$ cat config.mk
export PLATFORM = sky130hd
export DESIGN_NAME = serial_adder_8b
export DESIGN_NICKNAME = d
export VERILOG_FILES = /design/src/rtl/serial_adder_8b_pkg.sv /design/src/rtl/serial_adder_8b_full_adder_1b.sv /design/src/rtl/serial_adder_8b.sv
export SDC_FILE = /design/constraint.sdc
export NUM_CORES = 1
export LEC_CHECK = 0
export BUFFER_PORTS_ARGS = -buffer_cell sky130_fd_sc_hd__buf_2
export CAP_MARGIN = 40
export CORE_ASPECT_RATIO = 1.75
export CORE_MARGIN = 2
export CORE_UTILIZATION = 45
export CTS_CLUSTER_DIAMETER = 100
export DETAILED_ROUTE_END_ITERATION = 6
export GPL_TIMING_DRIVEN = 0
export PLACE_DENSITY = 0.67
export SETUP_SLACK_MARGIN = 0.2
export SKIP_LAST_GASP = 1
export SLEW_MARGIN = 5
export SYNTH_ARGS = -nofsm -noshare
export SYNTH_HDL_FRONTEND = slang
export SYNTH_SLANG_ARGS = --single-unit
$ cat constraint.sdc
create_clock -name clk -period 2.1 [get_ports clk]
set_input_delay 0.315 -clock clk [delete_from_list [all_inputs] [get_ports clk]]
set_output_delay 0.315 -clock clk [all_outputs]
set_load 0.03 [all_outputs]
$ cat src/rtl/serial_adder_8b_pkg.sv
// Shared ALU definitions: default operand width, FSM state encodings and
// a counter-width helper used by the serial adder.
package serial_adder_8b_pkg;

  localparam int ALU_WIDTH = 8;

  typedef enum logic [1:0] {
    IDLE = 2'd0,
    RUN  = 2'd1,
    DONE = 2'd2
  } state_t;

  // Guards the degenerate WIDTH=1 case, where $clog2 would yield zero bits.
  function automatic int cnt_width(input int w);
    return (w > 1) ? $clog2(w) : 1;
  endfunction

endpackage

$ cat src/rtl/serial_adder_8b_full_adder_1b.sv
// 1-bit full adder composed of two half-adder cells with their carries ORed.
module half_adder_1b (
  input  logic x,
  input  logic y,
  output logic s,
  output logic c
);
  assign s = x ^ y;
  assign c = x & y;
endmodule

module full_adder_1b (
  input  logic a,
  input  logic b,
  input  logic ci,
  output logic s,
  output logic co
);
  import serial_adder_8b_pkg::*;

  logic s0, c0, c1;

  half_adder_1b u_ha0 (.x(a),  .y(b),  .s(s0), .c(c0));
  half_adder_1b u_ha1 (.x(s0), .y(ci), .s(s),  .c(c1));

  assign co = c0 | c1;
endmodule

$ cat src/rtl/serial_adder_8b.sv
// Bit-serial adder: one full adder processes operands LSB-first over WIDTH
// cycles; results are captured on entry to DONE and held until the next one.
module serial_adder_8b
  import serial_adder_8b_pkg::*;
#(
  parameter int WIDTH = ALU_WIDTH
) (
  input  logic             clk,
  input  logic             rst,
  input  logic             start,
  input  logic [WIDTH-1:0] a,
  input  logic [WIDTH-1:0] b,
  input  logic             cin,
  output logic             busy,
  output logic             done,
  output logic [WIDTH-1:0] sum,
  output logic             cout,
  output logic             zero,
  output logic             overflow
);

  localparam int CNT_W = cnt_width(WIDTH);
  localparam logic [CNT_W-1:0] LAST_BIT = CNT_W'(WIDTH - 1);

  state_t           state_reg, state_next;
  logic [WIDTH-1:0] a_reg, b_reg, res_reg, sum_reg;
  logic [CNT_W-1:0] cnt_reg;
  logic             carry_reg, cout_reg, ovf_reg;
  logic             fa_s, fa_co;
  logic             last_bit;

  full_adder_1b u_fa (
    .a  (a_reg[0]),
    .b  (b_reg[0]),
    .ci (carry_reg),
    .s  (fa_s),
    .co (fa_co)
  );

  assign last_bit = (cnt_reg == LAST_BIT);

  always_ff @(posedge clk) begin
    if (rst) state_reg <= IDLE;
    else     state_reg <= state_next;
  end

  always_comb begin
    state_next = state_reg;
    case (state_reg)
      IDLE:    if (start) state_next = RUN;
      RUN:     if (last_bit) state_next = DONE;
      DONE:    state_next = start ? RUN : IDLE;
      default: state_next = IDLE;
    endcase
  end

  always_ff @(posedge clk) begin
    if (rst) begin
      a_reg     <= '0;
      b_reg     <= '0;
      res_reg   <= '0;
      sum_reg   <= '0;
      cnt_reg   <= '0;
      carry_reg <= 1'b0;
      cout_reg  <= 1'b0;
      ovf_reg   <= 1'b0;
    end else begin
      case (state_reg)
        IDLE, DONE: begin
          if (start) begin
            a_reg     <= a;
            b_reg     <= b;
            carry_reg <= cin;
            cnt_reg   <= '0;
            res_reg   <= '0;
          end
        end
        RUN: begin
          a_reg     <= a_reg >> 1;
          b_reg     <= b_reg >> 1;
          carry_reg <= fa_co;
          res_reg   <= {fa_s, res_reg[WIDTH-1:1]};
          cnt_reg   <= cnt_reg + 1'b1;
          if (last_bit) begin
            sum_reg  <= {fa_s, res_reg[WIDTH-1:1]};
            cout_reg <= fa_co;
            // carry_reg here is still the carry produced by bit WIDTH-2
            ovf_reg  <= carry_reg ^ fa_co;
          end
        end
        default: ;
      endcase
    end
  end

  assign busy     = (state_reg == RUN);
  assign done     = (state_reg == DONE);
  assign sum      = sum_reg;
  assign cout     = cout_reg;
  assign zero     = (sum_reg == '0);
  assign overflow = ovf_reg;

endmodule
==> out/qor.yml, run 1 <==
vias: 1447
grt_remaining_overflow: 0
period_share_pct: 83.43
clk_latency_ps: 300
drive_gt1_share_pct: 25.00
critical_path_required_ps: 1780
ys_ff_latch: 39
ctsResizeCount: 0
grt_pass1_wl_mm: 6.092
tns_ps: 0
post_cts_buffers: 0
cp_common_cell: "buf_2"
synth_edf_count: 0
path_depth: 5
final_net_count: 258
clkSinkCount: 39
avgSynthCellArea_um2: 8.346
placedCellCount: 274
instances_no_fill: 282
h-tree-depth: 2
dp_hpwl_mm: 2.598
yosys-top-cells-area: "dfxtp_1 (47%), nand2_1 (13%), a21oi_1 (6.4%), a311oi_2 (6.4%), nor2_1 (4.3%)"
place_area_um2: 1857
slowest_delay_ps: 400
max_cap_viol_count: 0
die_w_um: 49.69
grt_pass1_vias: 1448
crit_fanout: 10
cts_buffers: 5
cp-start-kind: "register"
cp.buffers_inverters: 4
relSlewSlack_pct: 61.10
drc_errors: 0
cts_tree: "built"
num_antenna_cells: 0
slowest_stage: "dfxtp_1"
finalClockSkew_ps: 5.282
finalSetupViolations: 0
boundaryPins: 33
yosysWarningCount: 0
row_count: 29
vias_per_cell: 5.131
min_path_cells: 3
synth_cell_type_count: 23
crit_arrival_ps: 1440
synth_commonest_cells: "nand2_1 (59), dfxtp_1 (39), a21oi_1 (21)"
clkTransAtPathRegs_ps: 80
clockBufferDepth: 2
fin_crit_ps: 1752
synthCells: 197
dieHeight_um: 83.96
reg2reg_depth: 5
postCtsHoldBufs: 0
grt.total_usage_pct: 18.94
yosys_most_used_dff: "dfxtp_1"
wl_per_cell_um: 12.44
synth_most_common_cell: "nand2_1"
design.core.area_um2: 3556
first_pass_iters: 4
status: "finished clean"
crit_chain: "nand2b_1, buf_2, inv_2, buf_2, buf_2"
ant_nets: 0
crit_family: "buffers and inverters"
async_flop_share_pct: 0
start_util_pct: 46.24
pwr_density_cell_nw_per_um2: 869.2
syn_area_um2: 1644
path_class: "reg -> out"
dieArea_um2: 4172
min_path_type: "in -> reg"
final_area_um2: 1989
syn_nets: 220
final_max_slew_viol_count: 0
ir_worst_vdd_mv: 0.7783
drt-total-wl_mm: 3.509
gp_congestion: 0.7641
port-buffer-count: 31
antenna_found_initial: 0
cts_root_buf: "clkbuf_8"
grt_max_degree: 13
fin_hold_ws_ps: 258.2
worst_pin_slew_ps: 583.5
hold_viol_final: 0
fmax_mhz: 570.7
netlist.area_leader.share_pct: 47.49
drt_iter0_markers: 22
final_util_pct: 55.95
rsz0062_at_grt: "no"
synthToLayoutAreaGrowth_pct: 21.00
end_kind: "output pin"
synth-seq-area-share_pct: 47.49
yosysTopAreaCell: "dfxtp_1"
leakagePower_nw: 0.8172
worst paths after layout:
| kind | start | slack (ps) | end |
|---|---|---|---|
| setup / recovery | state_reg[0]$_SDFFE_PP0P_ | 350 | busy |
| hold / removal | b[7] | 260 | b_reg[7]$_SDFFE_PP0P_ |
| setup reg to reg | cnt_reg[0]$_SDFFE_PP0P_ | 710 | overflow$_SDFFE_PP0P_ |
| hold reg to reg | cout$_SDFFE_PP0P_ | 450 | cout$_SDFFE_PP0P_ |
kinds of logic (layout without fill, tap and decap cells):
group	after synthesis	after routing	synth area share (%)
AO/OA/AOI/OAI	38	38	17.96
adder cells (fa/ha/maj)	3	3	2.740
flip-flops	39	39	47.49
AND/OR/NAND/NOR	99	99	25.27
XOR/XNOR	1	1	0.5328
buffers and inverters	17	56	6.012
metal layers:
layer | share of wire [%] | GRT usage, %
met5 | 0 | 0
met4 | 2.0 | 8.333
met3 | 3.9 | 3.943
met2 | 54 | 36.12
met1 | 40 | 18.66
worst min-delay path: stages:
cell,delay (ps)
buf_2,100
nand2_1,50
a21oi_1,50
through the flow:
step	power, mW	setup slack [ps]
finish	1.729	347.9
global placement	1.007	662.6
global route	1.801	238.3
detailed placement	1.009	671.7
CTS	1.742	340.3
floorplan	0.9516	418.7
final cells by class:
| class | instances | area, um2 |
|---|---|---|
| buffer | 16 | 95.09 |
| clock inverter | 2 | 60.06 |
| multi-input combinational | 141 | 764.5 |
| timing repair buffer | 31 | 155.1 |
| sequential | 39 | 780.7 |
| clock buffer | 6 | 72.57 |
| inverter | 1 | 3.754 |
| fill | 386 | 1567 |
| tap | 46 | 57.56 |
where the power goes:
group / internal (mW) / switching (mW)
logic: 0.0789 / 0.112
clock network: 0.475 / 0.264
registers: 0.776 / 0.0241
total: 1.33 / 0.400
cells in the final DEF (no fill, tap or decap), drive strengths merged:
cell type / synthesis / layout
nor2b: 2 / 2
and3b: 1 / 1
a211oi: 1 / 1
bufinv: 0 / 2
xnor2: 1 / 1
o21a: 1 / 1
nand3b: 1 / 1
inv: 1 / 1
clkbuf: 2 / 8
fa: 1 / 1
a21oi: 21 / 21
nand3: 12 / 12
buf: 14 / 45
ha: 2 / 2
nor2: 19 / 19
a311oi: 15 / 15
nand2: 59 / 59
nand2b: 3 / 3
dfxtp: 39 / 39
or4: 2 / 2
Note: power is estimated with default switching activity, not from simulation.
==> run 2: changes to the inputs <==
Settings changed: PLACE_DENSITY 0.67 to 0.7.
Clock period 2.1 ns to 1.5 ns, I/O delays scaled along.
==> run 2 against run 1 <==
  * The run now ends with setup timing left
  * Utilization grew 6.9 points
  * Clock power shrank 7.4%
  * Power grew 24%
  * Worst setup slack got worse by 470 ps
  * Critical endpoint is now zero
==> out/qor.yml, run 2 (synthesis results as in run 1) <==
status: "finished with violations"
failed_checks: "setup timing"
p_comb_share_pct: 15.7
netSwitchingPower_uw: 573.6
ir_worst_vdd_mv: 0.7628
drt-total-wl_mm: 3.822
drive_gt1_share_pct: 43.78
grt_pass1_vias: 1385
cts_tree: "built"
hold_viol_final: 0
max_cap_viol_count: 0
row_count: 29
grt_max_degree: 12
crit_chain: "or4_4, nor2_4, buf_6"
first_pass_iters: 4
grt_pass1_wl_mm: 6.203
leakagePower_nw: 0.9034
instances_no_fill: 295
dp_slack_ps: 94.42
min_path_type: "in -> reg"
cts_buffers: 5
internal_power_mw: 1.567
num_antenna_cells: 0
placedCellCount: 274
cts_root_buf: "clkbuf_8"
boundaryPins: 33
wl_per_cell_um: 12.96
slowest_delay_ps: 540
multi_input_area_um2: 898.4
end_kind: "output pin"
min-delay-start: "a[7]"
h-tree-depth: 2
crit_arrival_ps: 1400
dp_hpwl_mm: 2.532
clkSinkCount: 39
register_area_um2: 797.0
finalSetupViolations: 1
grt.total_usage_pct: 19.44
clkTransAtPathRegs_ps: 70
power_mw: 2.141
die_w_um: 49.69
dieArea_um2: 4172
switching_share_pct: 26.79
rsz0062_at_grt: "yes"
layout_commonest_cell: "nand2_1"
slowest_stage: "or4_4"
vias: 1523
worst_pin_slew_ps: 609.1
worst_slack_ps: -125.5
pwr_density_cell_nw_per_um2: 957.5
fmax_mhz: 615.2
dieHeight_um: 83.96
vias_per_cell: 5.163
ant_nets: 0
port-buffer-count: 31
grt_remaining_overflow: 0
tns_ps: -125.5
critical_path_required_ps: 1270
most-common-layout-cells: "nand2_1 (50), buf_2 (31), dfxtp_1 (30)"
final_max_slew_viol_count: 0
crit_family: "simple AND/OR/NAND/NOR gates"
n_fill_cell: 356
fin_crit_ps: 1625
clk_latency_ps: 290
final_net_count: 271
period_share_pct: 108.4
pwr-share-clk_pct: 32.0
relSlewSlack_pct: 59.39
drt_iter0_markers: 9
finalClockSkew_ps: 4.237
path_class: "reg -> out"
crit_start: "sum[5]$_SDFFE_PP0P_"
crit_fanout: 2
gp_congestion: 0.7551
seqPwrFrac_pct: 52.3
antenna_found_initial: 0
start_util_pct: 46.24
synthToLayoutAreaGrowth_pct: 36.00
timing.rr.start: "cnt_reg[0]$_SDFFE_PP0P_"
drc_errors: 0
cp-start-kind: "register"
design.core.area_um2: 3556
clockBufferDepth: 2
cp.buffers_inverters: 1
## run 2: cell types whose count changed in the layout (fill, tap and decap cells not counted), moves of 6 or more
cell	delta
nand2_1	-9
buf_6	+8
dfxtp_2	+7
buf_2	-7
a21oi_1	-6
a21oi_2	+6
dfxtp_1	-9
nand2_2	+8
buf_4	+11
## run 2: per-layer routing
metal / vias up / part of all wire, % / GRT usage (%)
li1: 770 / - / -
met1: 712 / 40 / 20.34
met2: 31 / 54 / 34.55
met3: 10 / 3.2 / 4.301
met4: 0 / 2.8 / 10.86
met5: - / 0 / 0
## run 2: stage by stage
step	instance area [um2]	hold slack (ps)	utilization, %
finish	2236	168.1	62.88
global route	2236	171.6	62.88
CTS	2105	167.8	59.18
detailed placement	1883	442.2	52.96
global placement	1883	437.3	52.96
floorplan	1670	361.0	-
## run 2: tightest hold or removal path: stages
cell and delay, ps:
buf_2 100, nand2_1 40, a21oi_1 50
## run 2: worst paths after layout
| kind | to | slack, ps | cells after the start |
|---|---|---|---|
| worst min register to register | sum[0]$_SDFFE_PP0P_ | 450 | 2 |
| worst max register to register | sum[4]$_SDFFE_PP0P_ | 210 | 6 |
| worst min-delay path | a_reg[7]$_SDFFE_PP0P_ | 170 | 3 |
| worst max-delay path | zero | -130 | 3 |
## run 2: layout make-up
class | instances | area share (%)
buffer | 16 | 5.652
clock buffer | 7 | 3.414
clock inverter | 1 | 0.2238
inverter | 1 | 0.2798
multi-input combinational | 141 | 40.18
sequential | 39 | 35.65
tap | 46 | 2.574
timing repair buffer | 44 | 12.03
## run 2: repair_timing
item,CTS,global route
pin swaps,5,7
cloned,1,0
hold buffers,0,0
setup endpoints to repair,13,25
gates resized for setup,23,27
setup buffers,8,4
## run 2: power by group through the flow
stage,combinational (mW),sequential [mW],clock [mW]
CTS,0.302,1.12,0.697
global route,0.367,1.13,0.757
finish,0.337,1.12,0.684
floorplan,0.198,1.13,0
global placement,0.265,1.14,0
detailed placement,0.268,1.14,0
==> run 3: changes to the inputs <==
Settings changed: RECOVER_POWER from default to 100.
==> run 3 against run 2 <==
  * The flow still finishes with violations (setup timing)
  * Highest routed layer unchanged
  * First-iteration DRC count up 11%
  * Sequential share of layout area up 1.1 points
  * Count of clock-buffer cells in the layout unchanged
  * Flip-flop and latch count unchanged
  * Worst setup slack worse by 0.88 ps
  * Largest power group unchanged
  * Wire length up 0.60%
  * Design area down 3.2%
==> out/qor.yml, run 3 (synthesis results as in run 1) <==
die_w_um: 49.69
boundaryPins: 33
gp_congestion: 0.7551
cp-start-kind: "register"
cp.buffers_inverters: 1
clockBufferDepth: 2
wl_per_cell_um: 13.03
grt.total_usage_pct: 19.44
min_path_cells: 3
cts_root_buf: "clkbuf_8"
first_pass_iters: 4
grt_remaining_overflow: 0
num_antenna_cells: 0
ir_worst_vdd_mv: 0.7219
fmax_mhz: 614.9
grt_max_degree: 12
finalSetupViolations: 3
relSlewSlack_pct: 59.48
status: "finished with violations"
failed_checks: "setup timing"
layout_commonest_cell: "nand2_1"
most-common-layout-cells: "nand2_1 (50), dfxtp_1 (31), buf_2 (20)"
pwr_density_cell_nw_per_um2: 980.6
dp_hpwl_mm: 2.532
slowest_delay_ps: 540
row_count: 29
clkSinkCount: 39
synthToLayoutAreaGrowth_pct: 31.58
reg2reg_depth: 6
design.core.area_um2: 3556
vias: 1544
r2r_slack_ps: -50
leakagePower_nw: 0.8368
end_kind: "output pin"
min-delay-start: "a[7]"
dieHeight_um: 83.96
min_path_type: "in -> reg"
dieArea_um2: 4172
critical_path_required_ps: 1270
grt_pass1_vias: 1385
slowest_stage: "or4_4"
final_area_um2: 2163
n_fill_cell: 360
crit_chain: "or4_4, nor2_4, buf_6"
crit_family: "simple AND/OR/NAND/NOR gates"
placedCellCount: 274
clkTransAtPathRegs_ps: 70
cts_buffers: 5
crit_fanout: 2
grt_pass1_wl_mm: 6.203
final_max_slew_viol_count: 0
final_util_pct: 60.84
multi_input_area_um2: 867.1
crit_arrival_ps: 1400
max_cap_viol_count: 0
fin_crit_ps: 1626
hold_viol_final: 0
final_net_count: 271
path_class: "reg -> out"
r2r_end: "a_reg[1]$_SDFFE_PP0P_"
worst_pin_slew_ps: 607.8
h-tree-depth: 2
finalClockSkew_ps: 4.896
postCtsHoldBufs: 0
worst_slack_ps: -126.4
ant_nets: 0
clk_latency_ps: 290
timing.rr.start: "state_reg[1]$_SDFFE_PP0P_"
drt_iter0_markers: 10
register_area_um2: 795.8
rsz0062_at_grt: "yes"
start_util_pct: 46.24
drive_gt1_share_pct: 36.14
drt-total-wl_mm: 3.845
worstHoldEndpoint: "a_reg[7]$_SDFFE_PP0P_"
period_share_pct: 108.4
power_mw: 2.121
port-buffer-count: 31
instances_no_fill: 295
vias_per_cell: 5.234
drc_errors: 0
antenna_found_initial: 0
place_area_um2: 1883
cts_tree: "built"
==> run 3: changes by cell type in the layout (fill, tap and decap cells not counted), moves of 2 or more <==
cell      previous run  this run
buf_2               31        20
clkbuf_1             4        18
buf_6                9         7
a311oi_1             4         6
clkbuf_2             0         3
buf_4               16        13
a311oi_2            11         9
==> run 3: worst max-delay path by stage <==
stage	start	end	slack, ps	cells past startpoint
finish	sum[5]$_SDFFE_PP0P_	zero	-130	3
global route	sum[5]$_SDFFE_PP0P_	zero	-170	3
CTS	sum[0]$_SDFFE_PP0P_	zero	-130	3
detailed placement	cnt_reg[0]$_SDFFE_PP0P_	overflow$_SDFFE_PP0P_	90	5
global placement	cnt_reg[0]$_SDFFE_PP0P_	sum[1]$_SDFFE_PP0P_	90	5
floorplan	sum[2]$_SDFFE_PP0P_	zero	150	2
==> run 3: timing repair <==
| action | 4_1_cts | 5_1_grt |
|---|---|---|
| pin swaps | 5 | 7 |
| resized for setup | 23 | 27 |
| setup endpoints to repair | 13 | 25 |
| cloned | 1 | 0 |
| buffers inserted | 8 | 4 |
==> run 3: report_power, final <==
| group | switching, mW | total, mW | internal (mW) |
|---|---|---|---|
| combinational | 0.175 | 0.317 | 0.142 |
| clock | 0.360 | 0.687 | 0.326 |
| sequential | 0.0339 | 1.12 | 1.08 |
==> run 3: cell type report <==
class | instances | share of cell area, %
buffer | 16 | 5.148
multi-input combinational | 141 | 40.08
inverter | 1 | 0.2892
tap | 46 | 2.661
clock inverter | 1 | 0.2313
timing repair buffer | 44 | 11.28
clock buffer | 7 | 3.528
sequential | 39 | 36.78
==> run 3: layer usage <==
metal / GRT usage (%) / share of wire (%)
met1: 20.34 / 40
met2: 34.55 / 54
met3: 4.301 / 3.5
met4: 10.86 / 2.9
met5: 0 / 0
==> run 3: per-stage QoR <==
stage,hold WS (ps),setup slack (ps),setup TNS [ps]
3_5_place_dp,442.2,94.42,0
5_1_grt,171.6,-166.8,-1656
3_3_place_gp,437.3,94.92,0
2_1_floorplan,361.0,149.9,0
4_1_cts,167.8,-132.5,-132.5
6_report,167.2,-126.4,-206.6
==> run 3: worst min-delay path, cell delays in order <==
cell     delay [ps]
buf_2           100
nand2_1          40
a21oi_1          50
